## src/rtl/fir_stream_filter_if.sv

```systemverilog
// Sample stream bundle for fir_stream_filter: sample input with ready, result output with strobe.
// master drives samples (ADC side / bench), slave is the filter.
interface fir_stream_filter_if #(
    parameter int DATA_W = 8
) ();
    logic              in_valid;
    logic [DATA_W-1:0] in_data;
    logic              in_ready;
    logic              out_valid;
    logic [DATA_W-1:0] out_data;

    modport master (
        output in_valid,
        output in_data,
        input  in_ready,
        input  out_valid,
        input  out_data
    );

    modport slave (
        input  in_valid,
        input  in_data,
        output in_ready,
        output out_valid,
        output out_data
    );
endinterface

```

## src/rtl/fir_stream_filter.sv

```systemverilog
// Serial single-multiplier FIR on an offset-binary sample stream, with bypass and programmable taps.
// Optional FIR_ROUND_EN: round half up before the output shift (otherwise truncate toward -inf).
module fir_stream_filter #(
    parameter int DATA_W = 8,
    parameter int COEF_W = 8,
    parameter int TAPS   = 16,
    parameter int SHIFT  = 4
) (
    input  logic                     clk,
    input  logic                     rst_n,
    fir_stream_filter_if.slave       stream,
    input  logic                     bypass,
    input  logic                     coef_we,
    input  logic [$clog2(TAPS)-1:0]  coef_addr,
    input  logic [COEF_W-1:0]        coef_data,
    output logic                     overrun,
    input  logic                     overrun_clr
);
    localparam int AW     = $clog2(TAPS);
    localparam int PROD_W = DATA_W + COEF_W;
    localparam int ACC_W  = PROD_W + AW;

    localparam logic signed [ACC_W:0] SAT_MAX = (ACC_W+1)'((1 << (DATA_W - 1)) - 1);
    localparam logic signed [ACC_W:0] SAT_MIN = ~SAT_MAX;

    typedef enum logic [1:0] {IDLE, MAC, OUT} state_t;

    state_t                    state_reg, state_next;
    logic [AW-1:0]             tap_reg;
    logic signed [ACC_W-1:0]   acc_reg;
    logic signed [DATA_W-1:0]  x_reg [TAPS];
    logic signed [COEF_W-1:0]  h_reg [TAPS];
    logic                      bypass_reg;
    logic                      out_valid_reg;
    logic [DATA_W-1:0]         out_data_reg;
    logic                      overrun_reg;

    logic                      idle;
    logic                      accept;
    logic                      coef_wr;
    logic                      drop;
    logic signed [DATA_W-1:0]  in_signed;
    logic signed [PROD_W-1:0]  prod;
    logic signed [ACC_W:0]     acc_ext;
    logic signed [ACC_W:0]     acc_rnd;
    logic signed [ACC_W:0]     shifted;
    logic signed [DATA_W-1:0]  sat_val;
    logic [DATA_W-1:0]         result;

    assign idle      = (state_reg == IDLE);
    assign accept    = idle && stream.in_valid;
    assign coef_wr   = idle && coef_we;
    assign drop      = !idle && (stream.in_valid || coef_we);
    assign in_signed = $signed({~stream.in_data[DATA_W-1], stream.in_data[DATA_W-2:0]});

    // Operands widened first so the product is formed at full signed width.
    assign prod = PROD_W'(x_reg[tap_reg]) * PROD_W'(h_reg[tap_reg]);

    assign acc_ext = {acc_reg[ACC_W-1], acc_reg};
`ifdef FIR_ROUND_EN
    localparam logic signed [ACC_W:0] RND = (SHIFT > 0) ? ((ACC_W+1)'(1) <<< (SHIFT - 1)) : '0;
    assign acc_rnd = acc_ext + RND;
`else
    assign acc_rnd = acc_ext;
`endif
    assign shifted = acc_rnd >>> SHIFT;

    always_comb begin
        sat_val = shifted[DATA_W-1:0];
        if (shifted > SAT_MAX) begin
            sat_val = SAT_MAX[DATA_W-1:0];
        end else if (shifted < SAT_MIN) begin
            sat_val = SAT_MIN[DATA_W-1:0];
        end
    end

    assign result = {~sat_val[DATA_W-1], sat_val[DATA_W-2:0]};

    always_ff @(posedge clk or negedge rst_n) begin
        if (!rst_n) begin
            state_reg <= IDLE;
        end else begin
            state_reg <= state_next;
        end
    end

    // Bypassed samples still pass through OUT so the block stays busy for one cycle.
    always_comb begin
        state_next = state_reg;
        case (state_reg)
            IDLE: begin
                if (accept) begin
                    state_next = bypass ? OUT : MAC;
                end
            end
            MAC: begin
                if (tap_reg == AW'(TAPS - 1)) begin
                    state_next = OUT;
                end
            end
            OUT:     state_next = IDLE;
            default: state_next = IDLE;
        endcase
    end

    generate
        for (genvar gi = 0; gi < TAPS; gi++) begin : g_taps
            if (gi == 0) begin : g_head
                always_ff @(posedge clk or negedge rst_n) begin
                    if (!rst_n) begin
                        x_reg[gi] <= '0;
                    end else if (accept) begin
                        x_reg[gi] <= in_signed;
                    end
                end
            end else begin : g_body
                always_ff @(posedge clk or negedge rst_n) begin
                    if (!rst_n) begin
                        x_reg[gi] <= '0;
                    end else if (accept) begin
                        x_reg[gi] <= x_reg[gi-1];
                    end
                end
            end

            always_ff @(posedge clk or negedge rst_n) begin
                if (!rst_n) begin
                    h_reg[gi] <= COEF_W'(1);
                end else if (coef_wr && (coef_addr == AW'(gi))) begin
                    h_reg[gi] <= coef_data;
                end
            end
        end
    endgenerate

    always_ff @(posedge clk or negedge rst_n) begin
        if (!rst_n) begin
            tap_reg       <= '0;
            acc_reg       <= '0;
            bypass_reg    <= 1'b0;
            out_valid_reg <= 1'b0;
            out_data_reg  <= {1'b1, {(DATA_W-1){1'b0}}};
            overrun_reg   <= 1'b0;
        end else begin
            out_valid_reg <= 1'b0;
            // A new drop wins over a simultaneous clear.
            if (drop) begin
                overrun_reg <= 1'b1;
            end else if (overrun_clr) begin
                overrun_reg <= 1'b0;
            end

            case (state_reg)
                IDLE: begin
                    if (accept) begin
                        acc_reg    <= '0;
                        tap_reg    <= '0;
                        bypass_reg <= bypass;
                        if (bypass) begin
                            out_data_reg  <= stream.in_data;
                            out_valid_reg <= 1'b1;
                        end
                    end
                end
                MAC: begin
                    acc_reg <= acc_reg + ACC_W'(prod);
                    tap_reg <= tap_reg + AW'(1);
                end
                OUT: begin
                    if (!bypass_reg) begin
                        out_data_reg  <= result;
                        out_valid_reg <= 1'b1;
                    end
                end
                default: begin
                    tap_reg <= '0;
                end
            endcase
        end
    end

    assign stream.in_ready  = idle;
    assign stream.out_valid = out_valid_reg;
    assign stream.out_data  = out_data_reg;
    assign overrun          = overrun_reg;
endmodule

```

## src/flat_wrapper.sv

```systemverilog
// flat-port wrapper written by rule: the top's interface ports become plain ports
module fir_stream_filter_flat 
#(
    parameter int DATA_W = 8,
    parameter int COEF_W = 8,
    parameter int TAPS   = 16,
    parameter int SHIFT  = 4
)
  (clk, rst_n, bypass, coef_we, coef_addr, coef_data, overrun, overrun_clr, stream_in_valid, stream_in_data, stream_in_ready, stream_out_valid, stream_out_data);
  fir_stream_filter_if #(.DATA_W(DATA_W)) stream_i ();
  input  logic clk;
  input  logic rst_n;
  input  logic bypass;
  input  logic coef_we;
  input  logic [$clog2(TAPS)-1:0] coef_addr;
  input  logic [COEF_W-1:0] coef_data;
  output logic overrun;
  input  logic overrun_clr;
  input wire logic [$bits(stream_i.in_valid)-1:0] stream_in_valid;
  input wire logic [$bits(stream_i.in_data)-1:0] stream_in_data;
  output wire logic [$bits(stream_i.in_ready)-1:0] stream_in_ready;
  output wire logic [$bits(stream_i.out_valid)-1:0] stream_out_valid;
  output wire logic [$bits(stream_i.out_data)-1:0] stream_out_data;
  assign stream_i.in_valid = stream_in_valid;
  assign stream_i.in_data = stream_in_data;
  assign stream_in_ready = stream_i.in_ready;
  assign stream_out_valid = stream_i.out_valid;
  assign stream_out_data = stream_i.out_data;
  fir_stream_filter #(.DATA_W(DATA_W), .COEF_W(COEF_W), .TAPS(TAPS), .SHIFT(SHIFT)) u_core (.clk(clk), .rst_n(rst_n), .stream(stream_i), .bypass(bypass), .coef_we(coef_we), .coef_addr(coef_addr), .coef_data(coef_data), .overrun(overrun), .overrun_clr(overrun_clr));
endmodule
```

## config.mk

```make
export PLATFORM = sky130hd
export DESIGN_NAME = fir_stream_filter_flat
export DESIGN_NICKNAME = d
export VERILOG_FILES = /design/src/rtl/fir_stream_filter_if.sv /design/src/rtl/fir_stream_filter.sv /design/src/flat_wrapper.sv
export SDC_FILE = /design/constraint.sdc
export NUM_CORES = 1
export LEC_CHECK = 0
export ABC_AREA = 1
export CAP_MARGIN = 15
export CORE_MARGIN = 10
export CORE_UTILIZATION = 65
export CTS_BUF_LIST = sky130_fd_sc_hd__clkbuf_4 sky130_fd_sc_hd__clkbuf_8
export DETAILED_ROUTE_END_ITERATION = 6
export DONT_BUFFER_PORTS = 1
export PLACE_DENSITY_LB_ADDON = 0.05
export SLEW_MARGIN = 20
export SYNTH_ARGS = -nofsm -noshare
export SYNTH_HDL_FRONTEND = slang
export SYNTH_SLANG_ARGS = --single-unit
```

## constraint.sdc

```tcl
create_clock -name clk -period 7.65 [get_ports clk]
set_clock_uncertainty 0.2 [all_clocks]
set_input_delay 1.53 -clock clk [delete_from_list [all_inputs] [get_ports clk]]
set_output_delay 1.53 -clock clk [all_outputs]
set_load 0.03 [all_outputs]
```

==> results.py <==
metrics = {
    "floorplan": {
        "die_height_microns": 182,
        "pin_count": 37,
        "rows": 59,
        "die_w_microns": 182,
        "start_util": 0.656,
        "core_area_sq_um": 25900,
        "dieArea_sq_um": 33000,
    },
    "yosys": {
        "yosysSeqAreaShare": 0.433,
        "synth_warnings": 0,
        "netlist_area_sq_um": 17000,
        "synthesis.nets": 2220,
        "ys.flop_type": "dfrtp_1",
        "synth_xor_area_frac": 0.00155,
        "synth.area.mux_share": 0,
        "synth_top_family_by_area": "simple AND/OR/NAND/NOR gates",
        "synth_fa_ha_area_frac": 0.138,
        "avgSynthCellArea_sq_um": 8.26,
        "synth_compound_area_frac": 0.151,
        "synth_cells": 2059,
        "synthArstFlopShare": 1.00,
        "synthSimpleGateAreaFrac": 0.187,
        "ys_ff_latch": 293,
        "yosysUniqueCellTypes": 40,
        "synth_edf_count": 0,
    },
    "place": {
        "gp_congestion": 0.923,
        "place_hpwl_microns": 27400,
        "portBuffers": 0,
    },
    "route": {
        "wire_per_inst_microns": 17.1,
        "ant_nets": 0,
        "remaining_drc_errors": 0,
        "routed_via_density": 5.70,
        "wirelength_microns": 41100,
        "drtPass1Iterations": 5,
        "vias": 13700,
        "drt_iter0_drc": 1398,
    },
    "clock_network": {
        "clkLatencyLatePin_ns": 0.59,
        "cts_tree": "done",
        "cts.repair.resized": 0,
        "cts_sinks": 293,
        "clk_pin_slew_ns": 0.06,
        "cts_max_path_buffers": 3,
        "cts.htree.levels": 2,
        "ctsRootBufferMaster": "clkbuf_8",
        "numCtsBuffers": 50,
        "cts_setup_buffers": 0,
        "hold_buffers": 0,
    },
    "sta": {
        "min_period_over_period": 0.885,
        "rsz0062_at_grt": "false",
        "post-route-min-period_ns": 6.77,
        "max_slew.worst_pin.slew_ns": 1.02,
        "fin_setup_tns_ns": 0,
        "fmaxAchievable_ghz": 0.148,
        "slew_viol_final": 0,
        "setup_viol": 0,
        "hold_viol_final": 0,
        "max_slew_margin": 0.318,
    },
    "global_route": {
        "grt_antenna_before_repair": 0,
        "grt_max_degree": 294,
        "grt_util_met3": 0.0499,
        "busiest_layer": "met2",
        "grt_use_total": 0.252,
        "grt_pass1_wl_microns": 68700,
        "met2_usage": 0.401,
        "use_met1": 0.344,
        "overflow": 0,
        "grt_pass1_vias": 13400,
    },
    "run_status": {
        "run_status": "finished clean",
    },
    "cells_and_area": {
        "layout.nets": 2189,
        "layout_common_cells": "562 x nand2_1, 348 x o21ai_0, 274 x dfrtp_1",
        "drive_gt1_frac": 0.0766,
        "synthToLayoutAreaGrowth_pct": 7.16,
        "mostFrequentLayoutCell": "nand2_1",
        "num_antenna_cells": 0,
    },
    "critical_path": {
        "critical_path.slowest_cell": "fa_1",
        "cp.arrival_ns": 7.04,
        "endpoint_kind": "flip-flop",
        "worst_path_most_repeated_cell": "nand2_1",
        "r2r_slack_ns": 0.88,
        "slowest_delay_ns": 0.71,
        "crit_path_start_kind": "flip-flop",
        "worstSetupPathType": "reg -> reg",
        "crit_fanout": 38,
        "required_ns": 7.92,
    },
    "flow_run": {
        "maxCapViolations": 0,
    },
    "min_path": {
        "min_path_type": "reg -> reg",
    },
}
worst paths after layout:
check                                  startpoint                 end  depth (start not counted)
worst max-delay path            u_core.tap_reg[0]  u_core.acc_reg[19]                         25
worst max register to register  u_core.tap_reg[0]  u_core.acc_reg[19]                         25
max in group asynchronous                   rst_n   u_core.tap_reg[0]                          0
min in group asynchronous                   rst_n    u_core.x_reg[22]                          0
worst min register to register   u_core.h_reg[44]    u_core.h_reg[44]                          2
worst min-delay path             u_core.h_reg[44]    u_core.h_reg[44]                          2
cell usage after synthesis, types with 6 or more instances:
library cell	instances	area [sq um]
nand2_1	562	2110
o21ai_0	348	1740
dfrtp_1	276	6910
inv_1	262	983
a21oi_1	99	495
fa_1	88	1760
nor2_1	74	278
nand3_1	68	340
ha_1	47	588
clkbuf_1	42	158
buf_2	41	205
nand4_1	28	175
o211ai_1	26	195
dfstp_2	17	447
nand2_2	8	50.1
buf_4	7	52.6
o22ai_1	7	43.8
buf_6	6	67.6
inv_2	6	22.5
critical path, delay by kind of cell (launching register included):
kind	cells	cell delay (ns)
buf+inv	6	1.18
flops	1	0.66
simple gates	13	1.54
fa+ha+maj	6	3.03
per-stage QoR:
stage | util | cells | area, sq um | hold slack [ns] | worst slack [ns]
finish | 0.703 | 2399 | 18200 | 0.281 | 0.882
global route | 0.703 | 2399 | 18200 | 0.302 | 0.450
CTS | 0.703 | 2399 | 18200 | 0.283 | 0.900
detailed placement | 0.659 | 2311 | 17100 | 0.266 | 0.933
global placement | 0.659 | 2311 | 17100 | 0.261 | 1.09
floorplan | - | 2059 | 17000 | 0.248 | 2.17
logic make-up (layout without fill, tap and decap cells):
logic type,Yosys count,count (layout)
xor gates and xnor gates,3,3
AOI/OAI and AO/OA,494,494
DFF,293,293
buffers and inverters,371,376
adders and majority gates,135,135
and+or+nand+nor,763,763
metal layers:
layer	wire length (microns)	share of wire	up-vias
met2	19200	0.47	417
met1	17800	0.43	6637
met4	1100	0.027	0
met3	2950	0.072	80
li1	-	-	6547
met5	0	0	-
area by class of cell:
cell class / count / area, sq um
Multi-Input combinational cell: 1395 / 8130
Timing Repair Buffer: 18 / 148
Clock buffer: 83 / 1030
Tap cell: 335 / 419
Sequential cell: 293 / 7360
Clock inverter: 5 / 111
Fill cell: 2116 / 7700
Inverter: 270 / 1010
Power is left out: the tool's default activity adds up to more than one toggle a clock period on the data nets, which glitch-free logic cannot reach.
